## src/rtl/sgd_pkg.sv

```systemverilog
// Shared types and fixed-point helpers for the SGD linear-regression trainer.
package sgd_pkg;

   localparam int LR_W     = 4;
   localparam int EPOCH_W  = 8;
   localparam int MAX_WORD = 1024;

   typedef enum logic [3:0] {
      S_IDLE,
      S_LREQ,
      S_LWAIT,
      S_FETCH,
      S_WAIT,
      S_MUL,
      S_ERR,
      S_UPD,
      S_DONE
   } state_t;

   // Clamp a sign-extended value to the signed range of a w-bit word.
   function automatic logic signed [63:0] sat(input logic signed [63:0] v, input int unsigned w);
      logic signed [63:0] hi;
      logic signed [63:0] lo;
      hi = (64'sd1 <<< (w - 1)) - 64'sd1;
      lo = -(64'sd1 <<< (w - 1));
      if (v > hi) return hi;
      if (v < lo) return lo;
      return v;
   endfunction

   // Slot j of a RAM word; slot 0 occupies the most significant field.
   function automatic logic [63:0] slot(input logic [MAX_WORD-1:0] word, input int unsigned j,
                                        input int unsigned n_feat, input int unsigned w);
      return 64'(word >> ((n_feat - j) * w)) & ((64'd1 << w) - 64'd1);
   endfunction

endpackage

```

## src/rtl/sgd_lane.sv

```systemverilog
// One feature lane: holds W_j and x_j, and shares a single multiply/shift/saturate
// path between the prediction product (W_j*x_j) and the gradient product (err*x_j).
module sgd_lane
   import sgd_pkg::*;
#(
   parameter int W_DATA = 16,
   parameter int FRAC   = 8
) (
   input  logic                     CLK,
   input  logic                     RST_N,
   input  logic                     w_load,
   input  logic signed [W_DATA-1:0] w_init,
   input  logic                     x_load,
   input  logic signed [W_DATA-1:0] x_in,
   input  logic                     mul_en,
   input  logic                     upd_en,
   input  logic signed [W_DATA-1:0] err,
   input  logic        [LR_W-1:0]   learn_rate,
   output logic signed [W_DATA-1:0] w,
   output logic signed [W_DATA-1:0] p,
   output logic                     sat_hit
);

   logic signed [W_DATA-1:0]   x;
   logic signed [W_DATA-1:0]   opa;
   logic signed [2*W_DATA-1:0] prod;
   logic signed [63:0]         shf;
   logic signed [63:0]         sum;
   logic signed [W_DATA-1:0]   s;
   logic signed [W_DATA-1:0]   wn;
   logic                       s_sat;
   logic                       u_sat;

   always_comb begin
      opa     = upd_en ? err : w;
      prod    = opa * x;
      shf     = 64'(prod);
      shf     = shf >>> FRAC;
      s       = W_DATA'(sat(shf, W_DATA));
      s_sat   = (64'(s) != shf);
      sum     = 64'(w) + (64'(s) >>> learn_rate);
      wn      = W_DATA'(sat(sum, W_DATA));
      u_sat   = (64'(wn) != sum);
      sat_hit = (mul_en & s_sat) | (upd_en & (s_sat | u_sat));
   end

   always_ff @(posedge CLK or negedge RST_N) begin
      if (!RST_N) begin
         w <= '0;
         x <= '0;
         p <= '0;
      end else begin
         if (w_load)      w <= w_init;
         else if (upd_en) w <= wn;
         if (x_load)      x <= x_in;
         if (mul_en)      p <= s;
      end
   end

endmodule

```

## src/rtl/sgd_trainer.sv

```systemverilog
// SGD linear-regression trainer: streams points from a fixed-latency RAM and
// trains bias plus N_FEAT saturating fixed-point weights over several epochs.
module sgd_trainer
   import sgd_pkg::*;
#(
   parameter int N_FEAT     = 4,
   parameter int W_DATA     = 16,
   parameter int FRAC       = 8,
   parameter int ADDR_WIDTH = 12,
   parameter int RD_LAT     = 1
) (
   input  logic                           CLK,
   input  logic                           RST_N,
   input  logic                           start,
   input  logic [ADDR_WIDTH-1:0]          n_points,
   input  logic [EPOCH_W-1:0]             epochs,
   input  logic [LR_W-1:0]                learn_rate,
   input  logic                           hold,
   output logic                           mem_req,
   output logic [ADDR_WIDTH-1:0]          mem_addr,
   input  logic [(N_FEAT+1)*W_DATA-1:0]   mem_rdata,
   input  logic [3:0]                     w_sel,
   output logic [W_DATA-1:0]              w_out,
   output logic                           busy,
   output logic                           done,
   output logic [EPOCH_W-1:0]             epoch_cnt,
   output logic                           sat_flag
);

   localparam int AW = W_DATA + 4;

   state_t                   state, state_nx;
   logic [ADDR_WIDTH-1:0]    n_r, dp;
   logic [EPOCH_W-1:0]       ep_r, ep_inc;
   logic [LR_W-1:0]          lr_r;
   logic [7:0]               wcnt;
   logic                     wlast;
   logic signed [W_DATA-1:0] w0, y_r, err_r;
   logic signed [W_DATA-1:0] lw [N_FEAT];
   logic signed [W_DATA-1:0] lp [N_FEAT];
   logic [N_FEAT-1:0]        lane_sat;
   logic [MAX_WORD-1:0]      word;
   logic                     ld_w, ld_x;
   logic signed [AW-1:0]     acc;
   logic signed [W_DATA-1:0] yhat, err_nx, w0_nx;
   logic signed [63:0]       dif, w0s;
   logic                     yh_sat, e_sat, w0_sat, any_sat;

   assign word   = MAX_WORD'(mem_rdata);
   assign wlast  = (wcnt == 8'(RD_LAT - 1));
   assign ep_inc = epoch_cnt + 8'd1;
   assign ld_w   = (state == S_LWAIT) && wlast;
   assign ld_x   = (state == S_WAIT) && wlast;

   for (genvar g = 0; g < N_FEAT; g++) begin : g_lane
      localparam int unsigned J = g + 1;
      sgd_lane #(.W_DATA(W_DATA), .FRAC(FRAC)) u_lane (
         .CLK        (CLK),
         .RST_N      (RST_N),
         .w_load     (ld_w),
         .w_init     (W_DATA'(slot(word, J, N_FEAT, W_DATA))),
         .x_load     (ld_x),
         .x_in       (W_DATA'(slot(word, J, N_FEAT, W_DATA))),
         .mul_en     (state == S_MUL),
         .upd_en     (state == S_UPD),
         .err        (err_r),
         .learn_rate (lr_r),
         .w          (lw[g]),
         .p          (lp[g]),
         .sat_hit    (lane_sat[g])
      );
   end

   always_comb begin
      state_nx = state;
      mem_req  = 1'b0;
      mem_addr = '0;
      busy     = (state != S_IDLE) && (state != S_DONE);
      done     = (state == S_DONE);
      case (state)
         S_IDLE:  if (start) state_nx = S_LREQ;
         S_LREQ: begin
            mem_req  = 1'b1;
            state_nx = S_LWAIT;
         end
         S_LWAIT: if (wlast) state_nx = (ep_r == '0 || n_r == '0) ? S_DONE : S_FETCH;
         S_FETCH: if (!hold) begin
            mem_req  = 1'b1;
            mem_addr = dp;
            state_nx = S_WAIT;
         end
         S_WAIT:  if (wlast) state_nx = S_MUL;
         S_MUL:   state_nx = S_ERR;
         S_ERR:   state_nx = S_UPD;
         S_UPD:   state_nx = (dp == n_r && ep_inc == ep_r) ? S_DONE : S_FETCH;
         S_DONE:  state_nx = S_IDLE;
         default: state_nx = S_IDLE;
      endcase
   end

   // Prediction, error and bias update; the wide accumulator keeps the sum exact before clamping.
   always_comb begin
      acc = AW'(w0);
      for (int unsigned k = 0; k < N_FEAT; k++) acc = acc + AW'(lp[k]);
      yhat    = W_DATA'(sat(64'(acc), W_DATA));
      yh_sat  = (AW'(yhat) != acc);
      dif     = 64'(y_r) - 64'(yhat);
      err_nx  = W_DATA'(sat(dif, W_DATA));
      e_sat   = (64'(err_nx) != dif);
      w0s     = 64'(w0) + (64'(err_r) >>> lr_r);
      w0_nx   = W_DATA'(sat(w0s, W_DATA));
      w0_sat  = (64'(w0_nx) != w0s);
      any_sat = (|lane_sat) | ((state == S_ERR) & (yh_sat | e_sat)) | ((state == S_UPD) & w0_sat);
   end

   always_comb begin
      w_out = '0;
      if (w_sel == 4'd0) w_out = w0;
      for (int unsigned k = 1; k <= N_FEAT; k++)
         if (w_sel == 4'(k)) w_out = lw[k-1];
   end

   always_ff @(posedge CLK or negedge RST_N) begin
      if (!RST_N) state <= S_IDLE;
      else        state <= state_nx;
   end

   always_ff @(posedge CLK or negedge RST_N) begin
      if (!RST_N) begin
         n_r       <= '0;
         ep_r      <= '0;
         lr_r      <= '0;
         dp        <= '0;
         wcnt      <= '0;
         w0        <= '0;
         y_r       <= '0;
         err_r     <= '0;
         epoch_cnt <= '0;
         sat_flag  <= 1'b0;
      end else begin
         if (state == S_LWAIT || state == S_WAIT) wcnt <= wlast ? 8'd0 : wcnt + 8'd1;
         else                                     wcnt <= '0;
         if (state == S_IDLE && start) begin
            n_r       <= n_points;
            ep_r      <= epochs;
            lr_r      <= learn_rate;
            epoch_cnt <= '0;
            sat_flag  <= 1'b0;
         end else if (any_sat) begin
            sat_flag <= 1'b1;
         end
         if (ld_w) begin
            w0 <= W_DATA'(slot(word, 0, N_FEAT, W_DATA));
            dp <= ADDR_WIDTH'(1);
         end
         if (ld_x) y_r <= W_DATA'(slot(word, 0, N_FEAT, W_DATA));
         if (state == S_ERR) err_r <= err_nx;
         if (state == S_UPD) begin
            w0 <= w0_nx;
            if (dp == n_r) begin
               dp        <= ADDR_WIDTH'(1);
               epoch_cnt <= ep_inc;
            end else begin
               dp <= dp + ADDR_WIDTH'(1);
            end
         end
      end
   end

endmodule

```

## config.mk

```make
export PLATFORM = sky130hd
export DESIGN_NAME = sgd_trainer
export DESIGN_NICKNAME = d
export VERILOG_FILES = /design/src/rtl/sgd_pkg.sv /design/src/rtl/sgd_lane.sv /design/src/rtl/sgd_trainer.sv
export SDC_FILE = /design/constraint.sdc
export NUM_CORES = 2
export LEC_CHECK = 0
export ABC_CLOCK_PERIOD_IN_PS = 16500
export CAP_MARGIN = 10
export CORE_MARGIN = 1
export CORE_UTILIZATION = 55
export CTS_CLUSTER_DIAMETER = 100
export DETAILED_ROUTE_END_ITERATION = 8
export PLACE_DENSITY = 0.79
export SLEW_MARGIN = 10
export SYNTH_ARGS = -nofsm -noshare
export SYNTH_HDL_FRONTEND = slang
export SYNTH_SLANG_ARGS = --single-unit
```

## constraint.sdc

```tcl
create_clock -name CLK -period 16.5 [get_ports CLK]
set_input_delay 4.95 -clock CLK [delete_from_list [all_inputs] [get_ports CLK]]
set_output_delay 4.95 -clock CLK [all_outputs]
set_load 0.02 [all_outputs]
```

==> out/qor.csv <==
stage;metric;value;unit
grt;met3_usage;7.28;%
grt;antenna_found_initial;7;
setup_path;crit_required;17.03;ns
synth;ys_types;96;
clocking;cts_htree_levels;2;
place;gp_congestion;1.02;
grt;grt_start_max_net_pins;131;
synth;syn_area;68200;um^2
cells_and_area;syn_to_final_growth;7.00;%
setup_path;cp_slowest_cell;or4_1;
clocking;numCtsBuffers;41;
grt;grtUsageTotal;34.1;%
synth;synthFlopType;dfrtp_1;
synth;synth_seq_cells;297;
cells_and_area;drive_above_1_share;5.21;%
setup_path;cp_max_fo;78;
clocking;clock_latency;0.65;ns
routing;drt_iter0_drc;5247;
synth;synth_area_per_cell;8.75;um^2
routing;wl_per_cell;22.1;um
sta;finalMaxSlewViolations;0;
sta;finalHoldViolCount;0;
routing;routed-via-count;56722;
clocking;cts.root.buffer_cell;clkbuf_16;
floorplan;ioPinCount;152;
sta;worst_slew_pin_slew;1.27;ns
routing;first_pass_iters;6;
clocking;cts_tree;yes;
floorplan;die-area;125000;um^2
min_path;hold_path_class;register to register;
sta;period_minus_slack;15.72;ns
grt;grt_pass1_vias;58452;
sta;fmax;63.6;MHz
place;placed_cells;9343;
grt;gr-max-usage-layer;met2;
setup_path;cp.arrival;16.25;ns
setup_path;start_kind;register;
sta;setup_viol;0;
grt;grt.met2_usage;51.9;%
grt;gr-total-overflow;0;
run_status;status;complete, no violations;
sta;period_share;95.3;%
grt;use_met1;46.9;%
cells_and_area;final_nets;9514;
synth;netlist.area_leader.share;35.3;%
job;max-cap-violations;0;
setup_path;max_stage_delay;0.60;ns
place;numPortBuffers;151;
synth;yosys_warnings;0;
floorplan;die_w;354;um
routing;ant_nets;0;
synth;synth_edf_count;0;
routing;wl;209;mm
floorplan;rows;128;
synth;syn_nets;9546;
grt;grt_pass1_wl;334;mm
floorplan;coreArea;122000;um^2
clocking;clkTransAtPathRegs;0.06;ns
synth;synthCells;7796;
synth;yosysMostFrequentCell;inv_1;
clocking;cts_hold_buf;0;
setup_path;endpoint_kind;register;
setup_path;crit_type;register to register;
routing;drc;0;
synth;seq_area_frac_synth;10.9;%
synth;ys_async_sr_fraction;100;%
synth;synth_top_area_cell;fa_1;
synth;yosys-top-cells-area;fa_1, dfrtp_1, ha_1;
setup_path;cpMostUsedCell;fa_1;
place;dp_hpwl;168;mm
sta;relSlewSlack;14.6;%
synth;ys_top_cells_by_count;inv_1, fa_1, nand2_1;
floorplan;die_h;354;um
cells_and_area;final_cells;9424;
floorplan;initial_core_util;55.8;%
sta;clock_skew;0.0298;ns
routing;viasPerCell;6.02;
clocking;cts_buffer_depth;3;
clocking;cts_sinks;297;
state kept, by name, indices dropped and copies added, names as in the netlist:
name / count
err_r: 16
epoch_cnt: 8
sat_flag: 1
ep_r: 8
dp: 12
g_lane.u_lane.p: 64
state: 4
wcnt: 8
n_r: 12
y_r: 16
g_lane.u_lane.w: 64
g_lane.u_lane.x: 64
w0: 16
lr_r: 4
kinds of logic (layout without fill, tap and decap cells):
logic type / Yosys count / count (layout) / share of synthesized area (%)
compound gates: 1323 / 1323 / 12.5
fa+ha+maj: 1638 / 1638 / 43.3
xor+xnor: 232 / 232 / 2.98
buf+inv: 1759 / 1759 / 9.72
simple gates: 2322 / 2323 / 16.7
mux: 225 / 225 / 3.88
other cells: 0 / 2 / 0
flops: 297 / 297 / 10.9
what timing repair did:
item / in CTS / in global routing
resized for setup: 0 / 7
setup endpoints to repair: 0 / 16
buffers inserted: 0 / 2
area by class of cell:
type	instances	area, um^2
sequential	297	7440
antenna	2	5.00
tap	1625	2030
multi-input combinational	5741	54300
clock inverter	24	360
fill	10478	49400
inverter	1423	5340
timing repair buffer	260	2390
clock buffer	52	1100
worst paths after layout:
kind / from / endpoint / slack (ns) / depth (start not counted)
setup reg to reg: state[1] / sat_flag / 0.78 / 46
min in group asynchronous: RST_N / w0[10] / 4.34 / 1
max in group asynchronous: RST_N / n_r[8] / 10.77 / 2
hold reg to reg: y_r[9] / y_r[9] / 0.51 / 1
hold / removal: y_r[9] / y_r[9] / 0.51 / 1
setup / recovery: state[1] / sat_flag / 0.78 / 46
placed cells by master (no fill, tap or decap), types with 46 or more instances in the layout:
master,count
xnor2_1,167
nand2_1,919
a211oi_1,53
fa_1,1200
a21o_1,132
mux2_2,133
nor3_1,74
mux2i_1,74
a221o_1,51
nand3_1,106
clkdlybuf4s50_1,150
and2_1,485
a31oi_1,48
buf_4,104
a22oi_1,62
nor2_1,356
inv_1,1417
nor2b_1,46
o21ai_0,217
ha_1,436
xor2_1,62
nand4_1,60
dfrtp_1,293
a21oi_1,448
per-stage QoR:
stage	hold slack, ns	setup slack (ns)	utilization [%]	area, um^2	TNS [ns]
2_1_floorplan	0.479	1.70	-	68200	0
3_3_place_gp	0.488	0.740	58.4	71500	0
3_5_place_dp	0.501	0.459	58.4	71500	0
4_1_cts	0.515	0.341	59.6	72900	0
5_1_grt	0.534	-0.00295	59.7	73000	-0.00295
6_report	0.514	0.780	59.7	73000	0
per-layer routing:
metal / routed length, um / up-vias
li1: - / 24989
met1: 84000 / 28454
met2: 92000 / 2748
met3: 21400 / 529
met4: 11200 / 2
met5: 12 / -
critical path: cells and delay by family, from the launching register on:
kind                       cells  cell delay, ns
AOI/OAI and AO/OA             15            4.66
adders and majority gates      9            4.44
buffers and inverters          6            0.80
DFF                            1            0.58
muxes                          1            0.16
and+or+nand+nor               15            4.88
Power is not shown: default switching activity piles up to over one toggle a cycle in this logic, so the estimate is an artifact.
